<file path="config.mk">
export PLATFORM = sky130hd
export DESIGN_NAME = arrow_lane_scheduler
export DESIGN_NICKNAME = d
export VERILOG_FILES = /design/src/rtl/arrow_lane_scheduler.sv
export SDC_FILE = /design/constraint.sdc
export NUM_CORES = 1
export LEC_CHECK = 0
export CAP_MARGIN = 20
export CORE_MARGIN = 1.5
export CORE_UTILIZATION = 47
export CTS_CLUSTER_SIZE = 10
export DETAILED_ROUTE_END_ITERATION = 16
export MAX_ROUTING_LAYER = met4
export PLACE_DENSITY = 0.87
export REMOVE_ABC_BUFFERS = 1
export SETUP_SLACK_MARGIN = 0.1
export SYNTH_ARGS = -nofsm -noshare
export SYNTH_HDL_FRONTEND = slang
export SYNTH_SLANG_ARGS = --single-unit
export TNS_END_PERCENT = 30
</file>
<file path="constraint.sdc">
create_clock -name clock -period 4 [get_ports clock]
set_input_delay 1.2 -clock clock [delete_from_list [all_inputs] [get_ports clock]]
set_output_delay 1.2 -clock clock [all_outputs]
set_load 0.01 [all_outputs]
</file>
<file path="src/rtl/arrow_lane_scheduler.sv">
// Per-player arrow lane sequencer: scrolls a sub-row offset each frame and, once per
// lane row, fetches the next chart code and shifts it into the top of the arrow array.
module arrow_lane_scheduler #(
  parameter int unsigned NUM_ROWS    = 20,
  parameter int unsigned CODE_W      = 3,
  parameter int unsigned ROW_PIXELS  = 64,
  parameter int unsigned SCROLL_STEP = 4,
  parameter int unsigned CHART_AW    = 10,
  localparam int unsigned OFS_W      = $clog2(ROW_PIXELS)
) (
  input  logic                         clock,
  input  logic                         reset,
  input  logic                         run,
  input  logic                         frame_start,
  output logic                         chart_req,
  output logic [CHART_AW-1:0]          chart_addr,
  input  logic                         chart_valid,
  input  logic [CODE_W-1:0]            chart_data,
  output logic [NUM_ROWS*CODE_W-1:0]   arrow_array,
  output logic [OFS_W-1:0]             scroll_offset,
  output logic [CODE_W-1:0]            bottom_arrow,
  output logic                         row_shifted,
  output logic                         song_done,
  output logic                         overrun
);

  localparam logic [OFS_W:0] STEP   = (OFS_W+1)'(SCROLL_STEP);
  localparam logic [OFS_W:0] ROW_PX = (OFS_W+1)'(ROW_PIXELS);

  typedef enum logic [2:0] {IDLE, WAIT_FRAME, FETCH, SHIFT, DONE} state_t;

  state_t                       state;
  logic                         pending;
  logic                         end_seen;
  logic                         abort;
  logic [CODE_W-1:0]            code_q;

  logic [OFS_W:0]               nxt_offset;
  logic [NUM_ROWS*CODE_W-1:0]   shifted;
  logic [CODE_W-1:0]            fetched;
  logic                         frame_hit;
  logic                         lane_clear;

  assign bottom_arrow = arrow_array[(NUM_ROWS-1)*CODE_W +: CODE_W];

  // Every path into IDLE (and IDLE itself) shares one clearing branch so the lane,
  // offset, address and flags are already zero in the first IDLE cycle.
  always_comb begin
    nxt_offset = {1'b0, scroll_offset} + STEP;
    shifted    = {arrow_array[(NUM_ROWS-1)*CODE_W-1:0], code_q};
    fetched    = (end_seen || chart_data == '1) ? '0 : chart_data;
    frame_hit  = frame_start || pending;
    lane_clear = 1'b0;
    unique case (state)
      IDLE:                    lane_clear = 1'b1;
      WAIT_FRAME, SHIFT, DONE: lane_clear = !run;
      FETCH:                   lane_clear = chart_valid && (abort || !run);
      default:                 lane_clear = 1'b1;
    endcase
  end

  always_ff @(posedge clock or posedge reset) begin
    if (reset) begin
      state         <= IDLE;
      arrow_array   <= '0;
      scroll_offset <= '0;
      chart_addr    <= '0;
      chart_req     <= 1'b0;
      pending       <= 1'b0;
      end_seen      <= 1'b0;
      overrun       <= 1'b0;
      abort         <= 1'b0;
      code_q        <= '0;
      row_shifted   <= 1'b0;
      song_done     <= 1'b0;
    end else begin
      row_shifted <= 1'b0;
      if (lane_clear) begin
        state         <= (state == IDLE && run) ? WAIT_FRAME : IDLE;
        arrow_array   <= '0;
        scroll_offset <= '0;
        chart_addr    <= '0;
        chart_req     <= 1'b0;
        pending       <= 1'b0;
        end_seen      <= 1'b0;
        overrun       <= 1'b0;
        abort         <= 1'b0;
        code_q        <= '0;
        song_done     <= 1'b0;
      end else begin
        if ((state == FETCH || state == SHIFT) && frame_start) begin
          if (pending) overrun <= 1'b1;
          else         pending <= 1'b1;
        end
        unique case (state)
          WAIT_FRAME: begin
            if (frame_hit) begin
              pending <= pending && frame_start;
              if (nxt_offset < ROW_PX) begin
                scroll_offset <= nxt_offset[OFS_W-1:0];
              end else begin
                scroll_offset <= OFS_W'(nxt_offset - ROW_PX);
                chart_req     <= 1'b1;
                state         <= FETCH;
              end
            end
          end
          FETCH: begin
            if (!run) abort <= 1'b1;
            if (chart_valid) begin
              code_q    <= fetched;
              chart_req <= 1'b0;
              state     <= SHIFT;
              if (chart_data == '1) end_seen <= 1'b1;
            end
          end
          SHIFT: begin
            arrow_array <= shifted;
            row_shifted <= 1'b1;
            if (!end_seen) chart_addr <= chart_addr + 1'b1;
            if (end_seen && shifted == '0) begin
              state     <= DONE;
              song_done <= 1'b1;
            end else begin
              state <= WAIT_FRAME;
            end
          end
          default: ;
        endcase
      end
    end
  end

endmodule

</file>
== Word-level counts from Yosys, hierarchy flattened ==
Index checks and enable logic that the tools add are counted.

* Output and inout port bits: 83
* Word-level logic and storage cells: 104
* Input bits: 8
* Flip-flop bits (word level): 89

* Equal/unequal tests: 10
* Reductions and logical operators: 33
* Multiplexer cells: 45
* Add/sub/neg operators: 3
* Order comparisons: 1

{| class="wikitable"
|+ Operators by type and width
! kind !! count
|-
| 2-to-1 mux 60 bit || 2
|-
| zero test 60 bit || 1
|-
| 2-to-1 mux 10 bit || 3
|-
| 2-to-1 mux 3 bit || 9
|-
| 2-to-1 mux 1 bit || 24
|-
| 2-to-1 mux 6 bit || 4
|-
| nonzero test 2 bit || 9
|-
| AND reduction 2 bit || 6
|-
| adder 10 x 1 -> 10 bit (second input constant) || 1
|-
| != test 3 bit (second input constant) || 3
|-
| case mux 3 bit (3 select lines) || 1
|-
| AND reduction 4 bit || 2
|-
| adder 6 x 3 -> 7 bit (second input constant) || 1
|-
| < comparator 7 bit (second input constant) || 1
|-
| == test 3 x 2 -> 1 bit (second input constant) || 2
|-
| == test 3 bit (second input constant) || 2
|-
| subtractor 6 x 1 -> 6 bit (second input constant) || 1
|-
| logical AND 1 bit || 5
|-
| logical OR 1 bit || 4
|-
| != test 2 x 1 -> 1 bit (second input constant) || 2
|-
| case mux 1 bit (2 select lines) || 2
|-
| nonzero test 4 bit || 1
|-
| == test 3 x 1 -> 1 bit (second input constant) || 1
|-
| zero test 3 bit || 1
|-
| other kinds (4) || 4
|}

== Depth between registers and ports, before layout ==
Gate-level depths: netlist of run 1.

* Depth after elaboration: 7
* Depth in mapped cells: 6
* Depth with buffers taken out: 5

== Least setup slack after synthesis of run 1 ==
Ideal clock, no wire load.

* Path type: input port to flip-flop
* From: input run
* To: register arrow_array[27]
* Cell stages on the path: 6
* Arrival: 2166 ps
* Library setup time: 136 ps
* Path buffers: 2
* Path slack: 1698 ps
* Cell sequence: nor2b_1 -> a22oi_1 -> o32a_1 -> buf_2 -> buf_1 -> a21oi_1

* Cells in the longest elaborated chain, start to end: 5
* Elaborated cells between the ends (all ways): 6
* Those cells by class: mux: 2; reduce/logical: 4

{| class="wikitable"
|+ Ends and longest elaborated chain
! item !! RTL line !! RTL
|-
| start, declared || 13 || <nowiki>input logic run,</nowiki>
|-
| zero test 1 bit * || n/a ||
|-
| logical OR 1 bit || 57 || <nowiki>FETCH: lane_clear = chart_valid && (abort || !run);</nowiki>
|-
| logical AND 1 bit || 57 ||
|-
| case mux 1 bit (2 select lines) * || 54 || <nowiki>unique case (state)</nowiki>
|-
| 2-to-1 mux 60 bit or nonzero test 2 bit (tied branches) || n/a ||
|-
| end signal, assigned || 118 || <nowiki>arrow_array <= shifted;</nowiki>
|-
| end, declared || 19 || <nowiki>output logic [NUM_ROWS*CODE_W-1:0] arrow_array,</nowiki>
|}

Mark *: on every way between the ends. The rest lies on a longest branch, timed or not.
A chain may end at the register's enable or synchronous reset.

== Worst setup path in the final report of run 1 ==
* From: input run
* To: register song_done

* Cells in the longest elaborated chain, start to end: 6
* Elaborated cells between the ends (all ways): 8
* Those cells by class: mux: 2; reduce/logical: 6

{| class="wikitable"
|+ Ends and longest elaborated chain
! item !! RTL line !! RTL
|-
| zero test 1 bit * || n/a ||
|-
| logical OR 1 bit || 57 ||
|-
| logical AND 1 bit || 57 ||
|-
| case mux 1 bit (2 select lines) * || 54 ||
|-
| nonzero test 2 bit (no line) || n/a ||
|-
| AND reduction 2 bit (no line) || n/a ||
|-
| end signal, assigned || 75 || <nowiki>song_done <= 1'b0;</nowiki>
|-
| end signal, assigned || 89 || <nowiki>song_done <= 1'b0;</nowiki>
|-
| end signal, assigned || 123 || <nowiki>song_done <= 1'b1;</nowiki>
|-
| end, declared || 23 || <nowiki>output logic song_done,</nowiki>
|}

Marks and branches as above.

==> out/results.ini, run 1 <==
[final_layout]
layout.filler_cells=675
finalInstanceArea_um2=5030
layout-drive-gt1-share=0.0589
num-nets-final=514
insertedDiodeCount=0
area.growth.synth_to_final_pct=28.9

[sta]
tightest_slew_ns=1.11
timing.final.max_slew_violations=0
hold_viol_final=0
max-slew-margin-rel=0.263
post-route-min-period_ns=2.73
rsz0062_at_grt=false
fmaxAchievable_ghz=0.366
timing.final.crit_share=0.683
setup_violations=0
worst_clock_skew_ns=0.00984
timing.hold.ws_ns=0.509
setup_tns_ns=0

[grt]
antenna_found_initial=0
grt_start_max_net_pins=61
grt.overflow.total=0
grt_use_total=0.226
grt_pass1_vias=3089
wire_length_of_the_first_global_routing_pass_um=15200

[clock_network]
cts_post_setup_buffers_inserted=0
cts_tree=built
cts_made_buffers=9
cts.root.buffer_cell=sky130_fd_sc_hd__clkbuf_8
worst_skew_pair.late_latency_ns=0.36
cts.hold.buffers_added=0
max-clock-path-buffers=2
clk_transition_reported_paths_ns=0.09
cts-htree-levels=3
clock_sink_count=87
post_cts_resize_count=0

[yosys]
synth_top_cell_area_share=0.558
post-synth-top-count-cell=sky130_fd_sc_hd__nand2_1
yosys.cell_types.count=43
postSynthCellCount=432
synth-seq-cells=87
post_synth_main_area_contributors=sky130_fd_sc_hd__dfrtp_1 (56%), sky130_fd_sc_hd__nand2_1 (12%), sky130_fd_sc_hd__a21oi_1 (9.0%)
synthDominantAreaCellType=sky130_fd_sc_hd__dfrtp_1
synth_commonest_cells=sky130_fd_sc_hd__nand2_1 (127), sky130_fd_sc_hd__dfrtp_1 (87), sky130_fd_sc_hd__a21oi_1 (70), sky130_fd_sc_hd__nor2_1 (22), sky130_fd_sc_hd__clkbuf_1 (18)
dominantRegCellSynth=sky130_fd_sc_hd__dfrtp_1
ys_warn_count=0
async_reset_ff_frac=1.00
syn_avg_cell_area_um2=9.03
synth_area_um2=3900
number_of_enable_flip_flop_cells_after_synthesis=0
yosysSeqAreaShare=0.558

[setup_path]
timing.critical_path.max_delay_family=buffers and inverters
startpoint_type=input pin
bufs_and_invs_on_worst_path=2
critPathMaxFanout=21
cpMaxStageDelayCell=sky130_fd_sc_hd__clkdlybuf4s50_1
timing.critical_path.from=run
cp-end-kind=flop
worstReg2RegStart=state[2]
critical_path_class=input pin to flop
crit_arrival_ns=2.98
worstPathCellList=clkdlybuf4s50_1, nor2b_1, a22oi_1, o32a_2, buf_4, o22ai_1
critical-path-max-stage-delay_ns=0.48
critical_path_required_ns=4.25

[detailed_routing]
vias=3382
drt_first_pass_iters=5
route.detailed.drc=0
antenna_violating_nets_post_route=0
drtIter0Drc=270
via_per_inst=5.51
routed_wirelength_um=9290
wl_per_cell_um=15.1

[worst_hold_path]
hold_path.startpoint=overrun
hold_crit_path_type=flop to flop

[floorplanning]
initial_core_util=0.480
design.core.area_um2=8130
die_x_um=94.1
design.die.area_um2=8860
num_rows=33
die_h_um=94.1
top_level_ports=91

[placed_design]
place.port_buffers=88
placedInstanceArea_um2=4840
final_weighted_congestion_of_routability_driven_global_placement=0.922
detailed_place_hpwl_um=6260

[power_and_ir_drop]
totalPowerFinal_uw=1510
p_leak_uw=0.00197
p_per_area_nw_per_um2=301
power.ir.vdd_worst_mv=0.226

[flow_run]
cap_viol_max_count=0

[outcome]
outcome=finished, final reports clean

-- final cells by class --
type	instances	area [um2]	share of cell area
Timing Repair Buffer	92	948	0.189
Sequential cell	87	2180	0.433
Clock buffer	11	151	0.0301
Inverter	7	27.5	0.00548
Tap cell	105	131	0.0261
Multi-Input combinational cell	307	1560	0.310
Clock inverter	5	32.5	0.00647
-- tightest hold or removal path, cell delays in order (launching register included) --
cell and delay (ns):
sky130_fd_sc_hd__dfrtp_1 0.36, sky130_fd_sc_hd__a31oi_1 0.04, sky130_fd_sc_hd__nor2_1 0.07
-- final timing paths --
| check | end | slack [ns] | cells past startpoint |
|---|---|---|---|
| setup / recovery | song_done | 1.27 | 6 |
| hold / removal | overrun | 0.51 | 2 |
| setup reg to reg | arrow_array[38] | 1.77 | 4 |
| hold reg to reg | overrun | 0.51 | 2 |
| max in group asynchronous | arrow_array[6] | 2.04 | 3 |
| min in group asynchronous | chart_addr[4] | 1.29 | 2 |
-- cells in the final DEF, fill, tap and decap left out, types with 4 or more instances in the layout --
cell type                         Yosys  routed
sky130_fd_sc_hd__xnor2_1              4       4
sky130_fd_sc_hd__nor4_2               4       4
sky130_fd_sc_hd__nor4_1               9       9
sky130_fd_sc_hd__nand4_1              9       9
sky130_fd_sc_hd__nor2_1              22      21
sky130_fd_sc_hd__xor2_1               7       7
sky130_fd_sc_hd__clkdlybuf4s50_1      0      88
sky130_fd_sc_hd__and3_1               4       4
sky130_fd_sc_hd__dfrtp_1             87      87
sky130_fd_sc_hd__inv_1                7       6
sky130_fd_sc_hd__nand3_1              7       7
sky130_fd_sc_hd__nor3_1               4       4
sky130_fd_sc_hd__nand2_1            127     127
sky130_fd_sc_hd__clkbuf_8             0      11
sky130_fd_sc_hd__a21oi_1             70      70
sky130_fd_sc_hd__o21ai_0              6       6
-- layer usage --
layer / up-vias / global-route usage / part of all wire
met5: - / - / 0
met4: 0 / 0.0547 / 0.0098
met3: 15 / 0.0461 / 0.057
met2: 123 / 0.343 / 0.48
met1: 1647 / 0.313 / 0.45
li1: 1597 / - / -
-- registers in the layout (all words and copies together), names as in the netlist --
name,count
arrow_array,60
chart_addr,10
scroll_offset,4
code_q,3
state,3
abort,1
chart_req,1
end_seen,1
overrun,1
pending,1
row_shifted,1
song_done,1
-- logic make-up (layout without fill, tap and decap cells) --
logic type / Yosys count / in the layout / synth area share
simple gates: 202 / 202 / 0.237
buf+inv: 39 / 115 / 0.0455
fa+ha+maj: 2 / 2 / 0.00641
compound gates: 89 / 89 / 0.125
other cells: 1 / 2 / 0.000961
flops: 87 / 87 / 0.558
xor+xnor: 11 / 11 / 0.0247
mux: 1 / 1 / 0.00257
-- metrics by stage --
step,setup WS (ns),std cells,utilization
2_1_floorplan,0.550,401,-
3_3_place_gp,0.992,597,0.593
3_5_place_dp,0.922,598,0.595
4_1_cts,1.30,614,0.618
5_1_grt,1.17,614,0.618
6_report,1.27,614,0.618
-- where the power goes --
part           switching (uW)  total (uW)  internal, uW
Combinational            40.1        56.7          16.6
Clock                     318         575           257
Sequential               2.60         882           880
Total                     361        1510          1150
No activity file was read; power rests on OpenSTA's default activity.
==> run 2, diff against run 1 <==
Settings changed: CORE_UTILIZATION 47 to 45.
Clock period 4 ns to 2.3 ns, I/O delays scaled along.
==> run 2 against run 1 <==
Effect of this change:
- cell area grew 1.6%
- core utilization shrank 0.25 points
- clock power grew 100%
- non-clock buffer count rose by 4
- highest routed layer unchanged
- sequential share of layout area fell by 0.66 points
- sequential power is 73% higher
- clock skew increased by 0.00087 ns
- flip-flop and latch count unchanged
==> out/results.ini, run 2 (synthesis gave the netlist of run 1 again) <==
[clock_network]
max-clock-path-buffers=2  ; unchanged
worst_skew_pair.late_latency_ns=0.35  ; about the same
cts.hold.buffers_added=0  ; unchanged
cts_made_buffers=9  ; unchanged
cts.root.buffer_cell=sky130_fd_sc_hd__clkbuf_8
cts-htree-levels=3  ; unchanged
cts_post_setup_buffers_inserted=0  ; unchanged
clock_sink_count=87  ; unchanged
clk_transition_reported_paths_ns=0.09  ; about the same
cts_tree=built

[setup_path]
crit_arrival_ns=1.38  ; -1.60 ns
timing.critical_path.max_delay_family=buffers and inverters
critical-path-max-stage-delay_ns=0.58  ; +0.10 ns
cp-end-kind=output port
critPathMaxFanout=4  ; -81%
worst-r2r-setup-slack_ns=0.23  ; -1.54 ns
bufs_and_invs_on_worst_path=1  ; -1
startpoint_type=flop
critical_path_required_ns=1.61  ; -2.64 ns
cpMaxStageDelayCell=sky130_fd_sc_hd__clkdlybuf4s50_1
critical_path_class=flop to output port
worstPathCellList=clkdlybuf4s50_1

[final_layout]
layout.filler_cells=720  ; +6.7%
final_common_cell=sky130_fd_sc_hd__nand2_1
flip_flop_count_of_the_largest_register_after_layout=60  ; unchanged
layout-drive-gt1-share=0.0682  ; +0.00929
num-nets-final=518  ; +0.78%
area.growth.synth_to_final_pct=30.9
top_register=arrow_array
mostFrequentLayoutCells=sky130_fd_sc_hd__nand2_1 (127), sky130_fd_sc_hd__clkdlybuf4s50_1 (88), sky130_fd_sc_hd__dfrtp_1 (86), sky130_fd_sc_hd__a21oi_1 (70), sky130_fd_sc_hd__nor2_1 (21)
layout.core_utilization=0.616  ; -0.00250
layout_top_registers=arrow_array: 60 flops, chart_addr: 10 flops, scroll_offset: 4 flops
insertedDiodeCount=0  ; unchanged

[sta]
timing.final.max_slew_violations=0  ; unchanged
fmaxAchievable_ghz=0.483
worst_clock_skew_ns=0.0107  ; +0.000874 ns
hold_viol_final=0  ; unchanged
timing.final.crit_share=0.900
tightest_slew_ns=1.07  ; -0.0386 ns
rsz0062_at_grt=true
setup_violations=0  ; unchanged
max-slew-margin-rel=0.289  ; +0.0257
post-route-min-period_ns=2.07

[floorplanning]
num_rows=33  ; unchanged
design.die.area_um2=9240  ; +4.3%
die_h_um=96.1  ; +2.1%
design.core.area_um2=8300  ; +2.0%
die_x_um=96.1  ; +2.1%
top_level_ports=91  ; unchanged
initial_core_util=0.470  ; -0.00954

[placed_design]
detailed_place_hpwl_um=6070  ; -3.0%
place.port_buffers=88  ; unchanged
final_weighted_congestion_of_routability_driven_global_placement=0.818  ; -11%

[detailed_routing]
routed_wirelength_um=9280  ; about the same
antenna_violating_nets_post_route=0  ; unchanged
drtIter0Drc=196  ; -27%
wl_per_cell_um=15.0  ; -0.74%
route.detailed.drc=0  ; unchanged
vias=3375  ; -0.21%
via_per_inst=5.46  ; -0.85%
drt_first_pass_iters=5  ; unchanged

[power_and_ir_drop]
power.ir.vdd_worst_mv=0.311  ; +38%
totalPowerFinal_uw=2810  ; +86%
p_per_area_nw_per_um2=550  ; +83%
p_leak_uw=0.00201  ; +2.2%

[grt]
grt_start_max_net_pins=88  ; +44%
antenna_found_initial=0  ; unchanged
wire_length_of_the_first_global_routing_pass_um=15100  ; -0.64%
grt_use_total=0.219  ; -0.00627
grt_pass1_vias=3128  ; +1.3%
grt.overflow.total=0  ; unchanged

[outcome]
outcome=finished, final reports clean

[worst_hold_path]
hold_crit_path_type=flop to flop

[flow_run]
cap_viol_max_count=0  ; unchanged

run 2: cell types whose count changed in the layout (fill, tap and decap cells not counted), moves of 2 or more:
| cell | previous run | this run |
|---|---|---|
| sky130_fd_sc_hd__clkbuf_8 | 11 | 9 |
| sky130_fd_sc_hd__bufinv_16 | 0 | 2 |
| sky130_fd_sc_hd__buf_4 | 1 | 4 |
| sky130_fd_sc_hd__clkinv_4 | 0 | 2 |
run 2: timing repair:
item	CTS	global route
endpoints found under the hold margin	0	0
gates resized for setup	0	1
endpoints found under the setup margin	0	2
run 2: path summary, 6_finish.rpt:
kind                                       from               to  cells past startpoint
max in group asynchronous                 reset  arrow_array[36]                      3
worst min-delay path                    overrun          overrun                      2
worst min register to register          overrun          overrun                      2
worst max-delay path             arrow_array[2]   arrow_array[2]                      1
min in group asynchronous                 reset    chart_addr[0]                      3
worst max register to register  arrow_array[30]         state[0]                      4
run 2: report_power, final:
group          switching, uW  total, uW  internal, uW  leakage (uW)
logic                   74.0        108          33.7      0.000695
clock network            558       1170           613      0.000105
registers               1.55       1530          1530       0.00121
run 2: layout make-up:
class / instances / area, um2 / share of cell area
Sequential cell: 87 / 2180 / 0.426
Inverter: 7 / 27.5 / 0.00539
Tap cell: 105 / 131 / 0.0257
Clock inverter: 7 / 97.6 / 0.0191
Clock buffer: 9 / 124 / 0.0242
Multi-Input combinational cell: 307 / 1560 / 0.305
Timing Repair Buffer: 96 / 991 / 0.194
run 2: per-stage QoR:
stage,TNS (ns),hold WS [ns],worst slack (ns),std cells,instance area [um2]
2_1_floorplan,-104.02,0.495,-0.640,401,3750
3_3_place_gp,0,0.486,0.0848,602,4890
3_5_place_dp,0,0.495,0.0305,602,4890
4_1_cts,0,0.516,0.144,618,5110
5_1_grt,0,0.551,0.0927,618,5110
6_report,0,0.510,0.229,618,5110
run 2: metal layers:
layer	part of all wire	vias up	global-route usage	wire length [um]
met2	0.49	100	0.336	4520
li1	-	1602	-	-
met5	0	-	-	0
met1	0.46	1665	0.297	4250
met3	0.043	8	0.0324	395
met4	0.012	0	0.0797	110
==> run 3, diff against run 2 <==
Settings changed: CORE_MARGIN 1.5 to 4.
==> run 3 against run 2 <==
Effect of this change:
- combinational power hardly changed
- cell area is 0.32% higher
- core utilization is 0.11 points lower
- sequential share of layout area is 0.14 points lower
- die area is 11% higher
- count of clock-buffer cells in the layout stayed put
- clock skew is 0.00073 ns higher
- largest power group unchanged
==> out/results.ini, run 3 (synthesis gave the netlist of run 1 again) <==
[grt]
grt_use_total=0.201  ; -0.0187
grt_start_max_net_pins=61  ; -31%
wire_length_of_the_first_global_routing_pass_um=15900  ; +5.8%
grt.overflow.total=0  ; unchanged
grt_pass1_vias=3247  ; +3.8%
antenna_found_initial=0  ; unchanged

[sta]
fmaxAchievable_ghz=0.479  ; -0.90%
timing.final.max_slew_violations=0  ; unchanged
timing.hold.ws_ns=0.516  ; +0.00573 ns
setup_violations=0  ; unchanged
timing.final.crit_share=0.908  ; +0.00816
rsz0062_at_grt=false
worst_clock_skew_ns=0.0114  ; +0.000727 ns
hold_viol_final=0  ; unchanged
post-route-min-period_ns=2.09  ; +0.0188 ns
max-slew-margin-rel=0.654  ; +0.365
tightest_slew_ns=0.519  ; -0.548 ns

[worst_hold_path]
hold-path-endpoint=overrun
hold_path.startpoint=overrun
hold_crit_path_type=flop to flop
hold-path-cell-count=2  ; unchanged

[detailed_routing]
route.detailed.drc=0  ; unchanged
via_per_inst=5.48  ; +0.25%
vias=3400  ; +0.74%
drtIter0Drc=254  ; +30%
drt_first_pass_iters=5  ; unchanged
routed_wirelength_um=9530  ; +2.7%
wl_per_cell_um=15.3  ; +2.2%
antenna_violating_nets_post_route=0  ; unchanged

[clock_network]
cts_made_buffers=9  ; unchanged
cts.hold.buffers_added=0  ; unchanged
cts.root.buffer_cell=sky130_fd_sc_hd__clkbuf_8
max-clock-path-buffers=2  ; unchanged
cts_post_setup_buffers_inserted=0  ; unchanged
worst_skew_pair.late_latency_ns=0.36  ; about the same
clock_sink_count=87  ; unchanged
post_cts_resize_count=0  ; unchanged
cts_tree=built
clk_transition_reported_paths_ns=0.09  ; about the same
cts-htree-levels=3  ; unchanged

[final_layout]
layout-drive-gt1-share=0.0736  ; +0.00542
insertedDiodeCount=0  ; unchanged
layout_top_registers=arrow_array: 60 flops, chart_addr: 10 flops, scroll_offset: 4 flops
top_register=arrow_array
final_common_cell=sky130_fd_sc_hd__nand2_1
layout.filler_cells=683  ; -5.1%
mostFrequentLayoutCells=sky130_fd_sc_hd__nand2_1 (127), sky130_fd_sc_hd__clkdlybuf4s50_1 (88), sky130_fd_sc_hd__dfrtp_1 (86), sky130_fd_sc_hd__a21oi_1 (70), sky130_fd_sc_hd__nor2_1 (21)
num-nets-final=521  ; +0.58%
area.growth.synth_to_final_pct=31.4
flip_flop_count_of_the_largest_register_after_layout=60  ; unchanged
finalInstanceArea_um2=5120  ; +0.32%

[setup_path]
timing.critical_path.max_delay_family=buffers and inverters
startpoint_type=flop
critical_path_required_ns=1.61  ; about the same
critical_path_class=flop to output port
critical-path-max-stage-delay_ns=0.59  ; about the same
worst-r2r-setup-slack_ns=0.22  ; about the same
cp-end-kind=output port
critPathMaxFanout=4  ; unchanged
worstPathCellList=clkdlybuf4s50_1
rr_worst_depth=4  ; unchanged
cpMaxStageDelayCell=sky130_fd_sc_hd__clkdlybuf4s50_1
crit_arrival_ns=1.40  ; +0.02 ns
worstReg2RegStart=arrow_array[30]
worstReg2RegEnd=state[0]
bufs_and_invs_on_worst_path=1  ; unchanged

[floorplanning]
top_level_ports=91  ; unchanged
initial_core_util=0.468  ; -0.00233
num_rows=33  ; unchanged
design.core.area_um2=8340  ; +0.50%
design.die.area_um2=10200  ; +11%
die_x_um=101  ; +5.2%
die_h_um=101  ; +5.2%

[power_and_ir_drop]
p_leak_uw=0.00203  ; +0.84%
p_per_area_nw_per_um2=534  ; -2.9%
power.ir.vdd_worst_mv=0.264  ; -15%

[placed_design]
placedInstanceArea_um2=4920  ; +0.72%
detailed_place_hpwl_um=6680  ; +10%
final_weighted_congestion_of_routability_driven_global_placement=0.810  ; -0.94%
place.port_buffers=88  ; unchanged

[flow_run]
cap_viol_max_count=0  ; unchanged

[outcome]
outcome=finished, final reports clean

-- run 3: cell count changes in the layout (fill, tap and decap cells not counted), sizes merged --
cell | previous run | this run
buf | 8 | 11
bufinv | 2 | 1
clkinvlp | 2 | 0
inv | 6 | 9
-- run 3: per-stage QoR --
stage / setup TNS, ns / total power, uW / std cells / util / worst slack, ns
4_1_cts: 0 / 2760 / 621 / 0.614 / 0.148
2_1_floorplan: -104.02 / 1620 / 401 / - / -0.640
3_3_place_gp: 0 / 1670 / 605 / 0.590 / 0.0909
5_1_grt: 0 / 2840 / 621 / 0.614 / 0.146
3_5_place_dp: 0 / 1670 / 605 / 0.590 / 0.0172
6_report: 0 / 2740 / 621 / 0.614 / 0.211
-- run 3: per-layer routing --
metal  up-vias  wire length, um  share of wire  track usage
li1       1609                -              -            -
met1      1650             4130           0.43        0.275
met2       129             4690           0.49        0.310
met3        12              606          0.064       0.0332
met4         0              104          0.011       0.0552
met5         -                0              0            -
-- run 3: worst max path at each step --
stage                         from              to  slack (ns)  cells after the start
finish              arrow_array[2]  arrow_array[2]        0.21                      1
global route        arrow_array[2]  arrow_array[2]        0.15                      1
CTS                  chart_addr[3]   chart_addr[3]        0.15                      1
detailed placement             run   chart_addr[1]        0.02                      6
global placement               run       code_q[2]        0.09                      6
floorplan                    reset           abort       -0.64                      1
-- run 3: cell type report --
class,instances,area (um2),area share
multi-input combinational,307,1560,0.304
inverter,7,27.5,0.00537
timing repair buffer,99,1030,0.200
clock buffer,9,124,0.0242
tap,105,131,0.0256
clock inverter,7,78.8,0.0154
sequential,87,2180,0.425
-- run 3: report_power, final --
group | leakage, uW | switching, uW | total (uW) | internal (uW)
clock | 0.000105 | 578 | 1090 | 516
combinational | 0.000713 | 71.7 | 109 | 36.8
sequential | 0.00121 | 4.67 | 1530 | 1530
